$ cat src/rtl/gumnut_exec_sequencer.sv
// Purpose: issue/writeback sequencer for the Gumnut ALU; owns the 8x8 register file and Z/C flags.
// Latency: accept edge -> READ -> EXEC -> WB (done in cycle 3, cycle 2 for illegal); write lands on the WB exit edge.
// Backpressure: instr_ready is high only in IDLE; instr_valid seen while busy is ignored, never queued.
//
// Ports:
//   clk, rst                 clock and asynchronous active-high reset
//   instr_valid/instr/instr_ready   instruction handshake (18-bit Gumnut IR)
//   alu_ir, alu_rs, alu_r2   registered IR and source operands driven to the ALU
//   alu_result, alu_shift_result, alu_c   ALU outputs, captured in EXEC
//   cc_z, cc_c               condition codes
//   done, illegal            retire pulses (illegal coincides with done)
//   dbg_addr, dbg_data       combinational register-file debug read port

module gumnut_exec_sequencer (
    input  logic        clk,
    input  logic        rst,
    input  logic        instr_valid,
    input  logic [17:0] instr,
    output logic        instr_ready,
    output logic [17:0] alu_ir,
    output logic [7:0]  alu_rs,
    output logic [7:0]  alu_r2,
    input  logic [7:0]  alu_result,
    input  logic [7:0]  alu_shift_result,
    input  logic        alu_c,
    output logic        cc_z,
    output logic        cc_c,
    output logic        done,
    output logic        illegal,
    input  logic [2:0]  dbg_addr,
    output logic [7:0]  dbg_data
);

    localparam logic [1:0] ST_IDLE = 2'd0;
    localparam logic [1:0] ST_READ = 2'd1;
    localparam logic [1:0] ST_EXEC = 2'd2;
    localparam logic [1:0] ST_WB   = 2'd3;

    logic [1:0] state;
    logic [7:0] regs [0:7];
    logic [7:0] res_q;
    logic       carry_q;

    // Decode always works from the latched IR, which is frozen from READ through WB.
    logic [2:0] rd;
    logic [2:0] rs;
    logic [2:0] r2;
    logic       is_imm;
    logic       is_shift;
    logic       is_reg;
    logic       is_legal;

    assign rd       = alu_ir[13:11];
    assign rs       = alu_ir[10:8];
    assign r2       = alu_ir[7:5];
    assign is_imm   = ~alu_ir[17];
    assign is_shift = (alu_ir[17:15] == 3'b110);
    assign is_reg   = (alu_ir[17:14] == 4'b1110);
    assign is_legal = is_imm | is_shift | is_reg;

    // R0 is hard-wired to zero on every read path.
    logic [7:0] rs_val;
    logic [7:0] r2_val;

    assign rs_val   = (rs == 3'd0)       ? 8'h00 : regs[rs];
    assign r2_val   = (r2 == 3'd0)       ? 8'h00 : regs[r2];
    assign dbg_data = (dbg_addr == 3'd0) ? 8'h00 : regs[dbg_addr];

    assign instr_ready = (state == ST_IDLE);
    assign done        = (state == ST_WB);
    assign illegal     = (state == ST_WB) & ~is_legal;

    // Sequencer state, ALU operand registers and the EXEC capture.
    always_ff @(posedge clk or posedge rst) begin
        if (rst) begin
            state   <= ST_IDLE;
            alu_ir  <= 18'h0;
            alu_rs  <= 8'h00;
            alu_r2  <= 8'h00;
            res_q   <= 8'h00;
            carry_q <= 1'b0;
        end else begin
            case (state)
                ST_IDLE: begin
                    if (instr_valid) begin
                        alu_ir <= instr;
                        state  <= ST_READ;
                    end
                end
                ST_READ: begin
                    alu_rs <= rs_val;
                    alu_r2 <= r2_val;
                    // Non-executable classes skip EXEC entirely; nothing is captured.
                    state  <= is_legal ? ST_EXEC : ST_WB;
                end
                ST_EXEC: begin
                    res_q   <= is_shift ? alu_shift_result : alu_result;
                    carry_q <= alu_c;
                    state   <= ST_WB;
                end
                default: begin
                    state <= ST_IDLE;
                end
            endcase
        end
    end

    // Register file and flags: both commit on the WB -> IDLE edge, legal classes only.
    // Flags update even when rd is R0; only the register write is dropped.
    always_ff @(posedge clk or posedge rst) begin
        if (rst) begin
            for (int i = 0; i < 8; i++) begin
                regs[i] <= 8'h00;
            end
            cc_z <= 1'b0;
            cc_c <= 1'b0;
        end else if (state == ST_WB && is_legal) begin
            if (rd != 3'd0) begin
                regs[rd] <= res_q;
            end
            cc_z <= (res_q == 8'h00);
            cc_c <= carry_q;
        end
    end

endmodule

$ cat config.mk
export PLATFORM = sky130hd
export DESIGN_NAME = gumnut_exec_sequencer
export DESIGN_NICKNAME = d
export VERILOG_FILES = /design/src/rtl/gumnut_exec_sequencer.sv
export SDC_FILE = /design/constraint.sdc
export NUM_CORES = 1
export LEC_CHECK = 0
export ABC_AREA = 1
export BUFFER_PORTS_ARGS = -buffer_cell sky130_fd_sc_hd__buf_2
export CAP_MARGIN = 0
export CELL_PAD_IN_SITES_DETAIL_PLACEMENT = 1
export CELL_PAD_IN_SITES_GLOBAL_PLACEMENT = 2
export CORE_ASPECT_RATIO = 0.75
export CORE_MARGIN = 2
export CORE_UTILIZATION = 35
export CTS_CLUSTER_DIAMETER = 200
export DETAILED_ROUTE_END_ITERATION = 6
export PLACE_DENSITY = 0.87
export SLEW_MARGIN = 20
export SYNTH_ARGS = -nofsm -noshare
export SYNTH_HDL_FRONTEND = slang
export SYNTH_SLANG_ARGS = --single-unit
$ cat constraint.sdc
create_clock -name clk -period 9.5 [get_ports clk]
set_input_delay 1.9 -clock clk [delete_from_list [all_inputs] [get_ports clk]]
set_output_delay 1.9 -clock clk [all_outputs]
set_load 0.05 [all_outputs]
* Word-level counts from Yosys, hierarchy flattened
Index checks and enable logic that the tools add are counted.
Cells by class: add/sub/neg operators 0, multiply operators 0, div/mod/pow operators 0, order comparisons 5, equal/unequal tests 6, shift-type cells 0, muxes and demuxes 19, bitwise operators 9, reductions and logical operators 10
Operator list (number):
- $mux 8 | 11
- $bmux 8 s3 | 3
- $bwmux 64 | 1
- $demux 8 s3 | 1
- $ge 4x4->1 const B | 4
- $not 3->4 | 4
- $logic_not 3->1 | 3
- $logic_not 8->1 | 1
- $pmux 2 s3 | 1
- $eq 2x2->1 const B | 2
- $eq 4x4->1 const B | 1
- $lt 4x1->1 const B | 1
- $reduce_and 2->1 | 2
- $eq 3x3->1 const B | 1
- $reduce_bool 3->1 | 1
- $eq 2x1->1 const B | 1
- $logic_and 1x1->1 | 2
- $logic_not 2->1 | 1
- $mux 2 | 1
- $ne 2x2->1 const B | 1
- $not 1->1 | 2
- $or 1x1->1 | 2
- $and 1x1->1 | 1
- $mux 1 | 1
Storage, ports and cells: bits in registers 111, bits in latches 0, RAM bits 0, bits in read-only memories 0, bits of input ports 41, output and inout port bits 47, logic and storage cells 65, memories 0

* Depth between registers and ports, before layout
depth after elaboration 6, depth in mapped cells 9, depth with buffers taken out 8

* Worst setup path before layout
No wires, ideal clock.
path type input to output, start input dbg_addr[0], end output dbg_data[5], data arrival time 3.278 ns, required time 7.600 ns, path slack 4.322 ns, stages on the path 7, cells stage by stage clkbuf_1 buf_2 buf_2 o211ai_1 nand3_1 nand2_1 nor2_1
Between the ends: word-level cells in the longest chain between the ends 5
RTL lines:
- start, declared | line 30 | input logic [2:0] dbg_addr,
- $not 3->4 (not written as such) | line 67 | assign dbg_data = (dbg_addr == 3'd0) ? 8'h00 : regs[dbg_addr];
- $bmux 8 s3 | line 67
- $mux 8 (not written as such) (2 in a row) | line 67
- $mux 8 * | line 67
- end, declared | line 31 | output logic [7:0] dbg_data
Every way passes the cells marked *; elsewhere a longest branch is shown, timed or not. The select of a mux whose other input is x is not followed.

* Worst setup path in the final report
start input dbg_addr[0], end output dbg_data[6]
Same word-level chain as after synthesis.

==> impl_metrics.toml <==
[finish]
final_util = 0.405
drive_gt1_frac = 0.140
fin_cells = 1186
antennaDiodeCount = 0
area_growth_pct = 13.5
num-nets-final = 985

[detailed_routing]
postRouteAntennaNets = 0
finalWirelength_um = 21700
dr.first_iter.drc_count = 476
post_drt_wl_per_cell_um = 18.3
vias_per_cell = 5.00
dr.pass1.iters = 5
drc = 0
routed-via-count = 5926

[timing]
slew_headroom = 0.359
slew_violations = 0
fmax_mhz = 178
rsz0062_at_grt = "no"
final.min_clock_period_ns = 5.63
layout_setup_ws_ns = 3.87
fin_setup_tns_ns = 0
hold_viol = 0
setup_viol = 0
period_share = 0.592
skew_ns = 0.0102
worst_pin_slew_ns = 0.961

[clock_tree]
clkTransAtPathRegs_ns = 0.07
ctsHoldBuffers = 0
h-tree-depth = 3
clockRootBuffer = "clkbuf_16"
cts_setup_buffers = 0
ctsLongestPathBuffers = 2
cts_buffers = 9
cts_tree = "done"
cts_sinks = 111
insertion_delay_ns = 0.36
cts.repair.resized = 0

[worst_setup_path]
worstSetupEndpointType = "output pin"
r2r_slack_ns = 6.73
cp_max_fo = 50
startpoint_type = "input port"
crit_path_end = "dbg_data[6]"
rr_worst_depth = 8
arrival_ns = 3.73
crit_path_start = "dbg_addr[0]"
worstPathRequired_ns = 7.60
rr_endpoint = "alu_r2[0]$_DFFE_PP0P_"
path_class = "input port to output pin"
timing.rr.start = "alu_ir[5]$_DFFE_PP0P_"

[global_route]
grt_use_total = 0.238
grt.overflow.total = 0
grt_pass1_vias = 5926
busiest_layer = "met1"
antenna_found_initial = 0
use_met3 = 0.0560
use_met1 = 0.358
met2_usage = 0.348
grt_pass1_wl_um = 35100
grt_max_degree = 73

[min_path]
hold_class = "flop to flop"

[synthesis]
postSynthAreaPerCell_um2 = 7.01
netlist_instances = 897
ys_types = 22
syn_nets = 943
yosys_register_bits = 111
yosysSeqAreaShare = 0.442
syn_area_um2 = 6290
yosysWarnings = 0

[power_and_ir_drop]
vdd_drop_max_uv = 178
p_leak_nw = 3.85
powerDensity_nw_per_um2 = 383
total_power_mw = 2.73

[die]
die_w_um = 159
core-area_um2 = 17600
start_util = 0.357
dieArea_um2 = 19100
die_h_um = 120
placementRows = 42
ioPinCount = 88

[placed_design]
place_inst = 1170
dp_hpwl_um = 15800
place_ws_ns = 3.90
place_congestion = 0.842
portBuffers = 87

[job]
maxCapViolCount = 0

[status]
status = "complete, no violations"
==> how the worst min path moves through the flow <==
stage | cells past startpoint | start | slack (ns) | endpoint
after floorplan | 1 | regs[62]$_DFFE_PP0P_ | 0.42 | regs[62]$_DFFE_PP0P_
final | 0 | regs[63]$_DFFE_PP0P_ | 0.38 | regs[63]$_DFFE_PP0P_
after CTS | 0 | regs[62]$_DFFE_PP0P_ | 0.38 | regs[62]$_DFFE_PP0P_
after global placement | 0 | regs[62]$_DFFE_PP0P_ | 0.36 | regs[62]$_DFFE_PP0P_
after global routing | 0 | regs[60]$_DFFE_PP0P_ | 0.40 | regs[60]$_DFFE_PP0P_
after detailed placement | 0 | regs[62]$_DFFE_PP0P_ | 0.37 | regs[62]$_DFFE_PP0P_
==> through the flow <==
| step | area, um^2 | hold slack [ns] |
|---|---|---|
| detailed placement | 6800 | 0.367 |
| global route | 7140 | 0.396 |
| CTS | 7130 | 0.384 |
| global placement | 6800 | 0.364 |
| floorplan | 6290 | 0.424 |
| finish | 7140 | 0.381 |
==> metal layers <==
metal,wire length [um],vias to the layer above
met1,11000,2837
met4,295,0
met5,0,-
met3,1350,18
li1,-,2918
met2,9060,153
==> kinds of logic after synthesis <==
family                     share of synthesized area
and+or+nand+nor                                0.396
buffers and inverters                         0.0788
DFF                                            0.442
AOI/OAI and AO/OA                             0.0605
muxes                                         0.0125
adders and majority gates                    0.00995
==> power breakdown <==
group | leakage, nW | switching (mW) | internal, mW
clock | 0.160 | 0.191 | 0.236
sequential | 1.41 | 0.338 | 0.666
combinational | 2.28 | 0.948 | 0.351
==> flip-flops by register name, summed over array words and instances, names as in the netlist <==
register / flops
regs: 64
alu_ir: 18
alu_r2: 8
alu_rs: 8
res_q: 8
state: 2
carry_q: 1
cc_c: 1
cc_z: 1
==> cell type report <==
class                   instances  area, um^2
fillers                      2244       10500
flip-flops and latches        111        2780
repair buffers                 90         458
clock inverters                 6         103
well taps                     242         303
inverters                      65         251
clock buffers                  10         229
multi-input cells             662        3020
==> cell usage after synthesis <==
| master | count | area share |
|---|---|---|
| a21oi_1 | 21 | 0.017 |
| buf_1 | 1 | 0.00060 |
| buf_2 | 17 | 0.014 |
| buf_4 | 1 | 0.0012 |
| clkbuf_1 | 40 | 0.024 |
| clkinv_1 | 2 | 0.0012 |
| dfrtp_1 | 111 | 0.44 |
| ha_1 | 5 | 0.010 |
| inv_1 | 59 | 0.035 |
| inv_2 | 2 | 0.0012 |
| inv_4 | 2 | 0.0020 |
| mux2_2 | 7 | 0.013 |
| nand2_1 | 344 | 0.21 |
| nand2_2 | 2 | 0.0020 |
| nand2_4 | 5 | 0.0090 |
| nand3_1 | 138 | 0.11 |
| nand4_1 | 1 | 0.0010 |
| nor2_1 | 84 | 0.050 |
| nor3_1 | 1 | 0.00080 |
| nor3_4 | 7 | 0.018 |
| o211ai_1 | 16 | 0.019 |
| o21ai_0 | 31 | 0.025 |
==> layout by cell type (no fill, tap or decap) <==
| cell | Yosys | layout |
|---|---|---|
| bufinv_16 | 0 | 2 |
| mux2_2 | 7 | 7 |
| clkinv_1 | 2 | 2 |
| nor2_1 | 84 | 84 |
| inv_1 | 59 | 58 |
| a21oi_1 | 21 | 21 |
| inv_4 | 2 | 3 |
| inv_6 | 0 | 2 |
| nand4_1 | 1 | 1 |
| inv_2 | 2 | 2 |
| clkbuf_16 | 0 | 9 |
| nand2_4 | 5 | 5 |
| clkinv_8 | 0 | 1 |
| buf_4 | 1 | 3 |
| nand3_1 | 138 | 138 |
| o211ai_1 | 16 | 16 |
| buf_2 | 17 | 87 |
| nand2_2 | 2 | 3 |
| o21ai_0 | 31 | 31 |
| nor3_1 | 1 | 1 |
| nor3_4 | 7 | 7 |
| ha_1 | 5 | 5 |
| clkbuf_1 | 40 | 1 |
| dfrtp_1 | 111 | 111 |
| nand2_1 | 344 | 343 |
| clkinv_4 | 0 | 1 |
==> critical path, cell delays in order <==
cell	delay [ns]
buf_2	0.63
inv_1	0.42
nand2_1	0.17
nand3_1	0.08
nand3_1	0.09
nand2_1	0.06
nor2_1	0.10
buf_2	0.27
(Power assumes the default switching activity.)
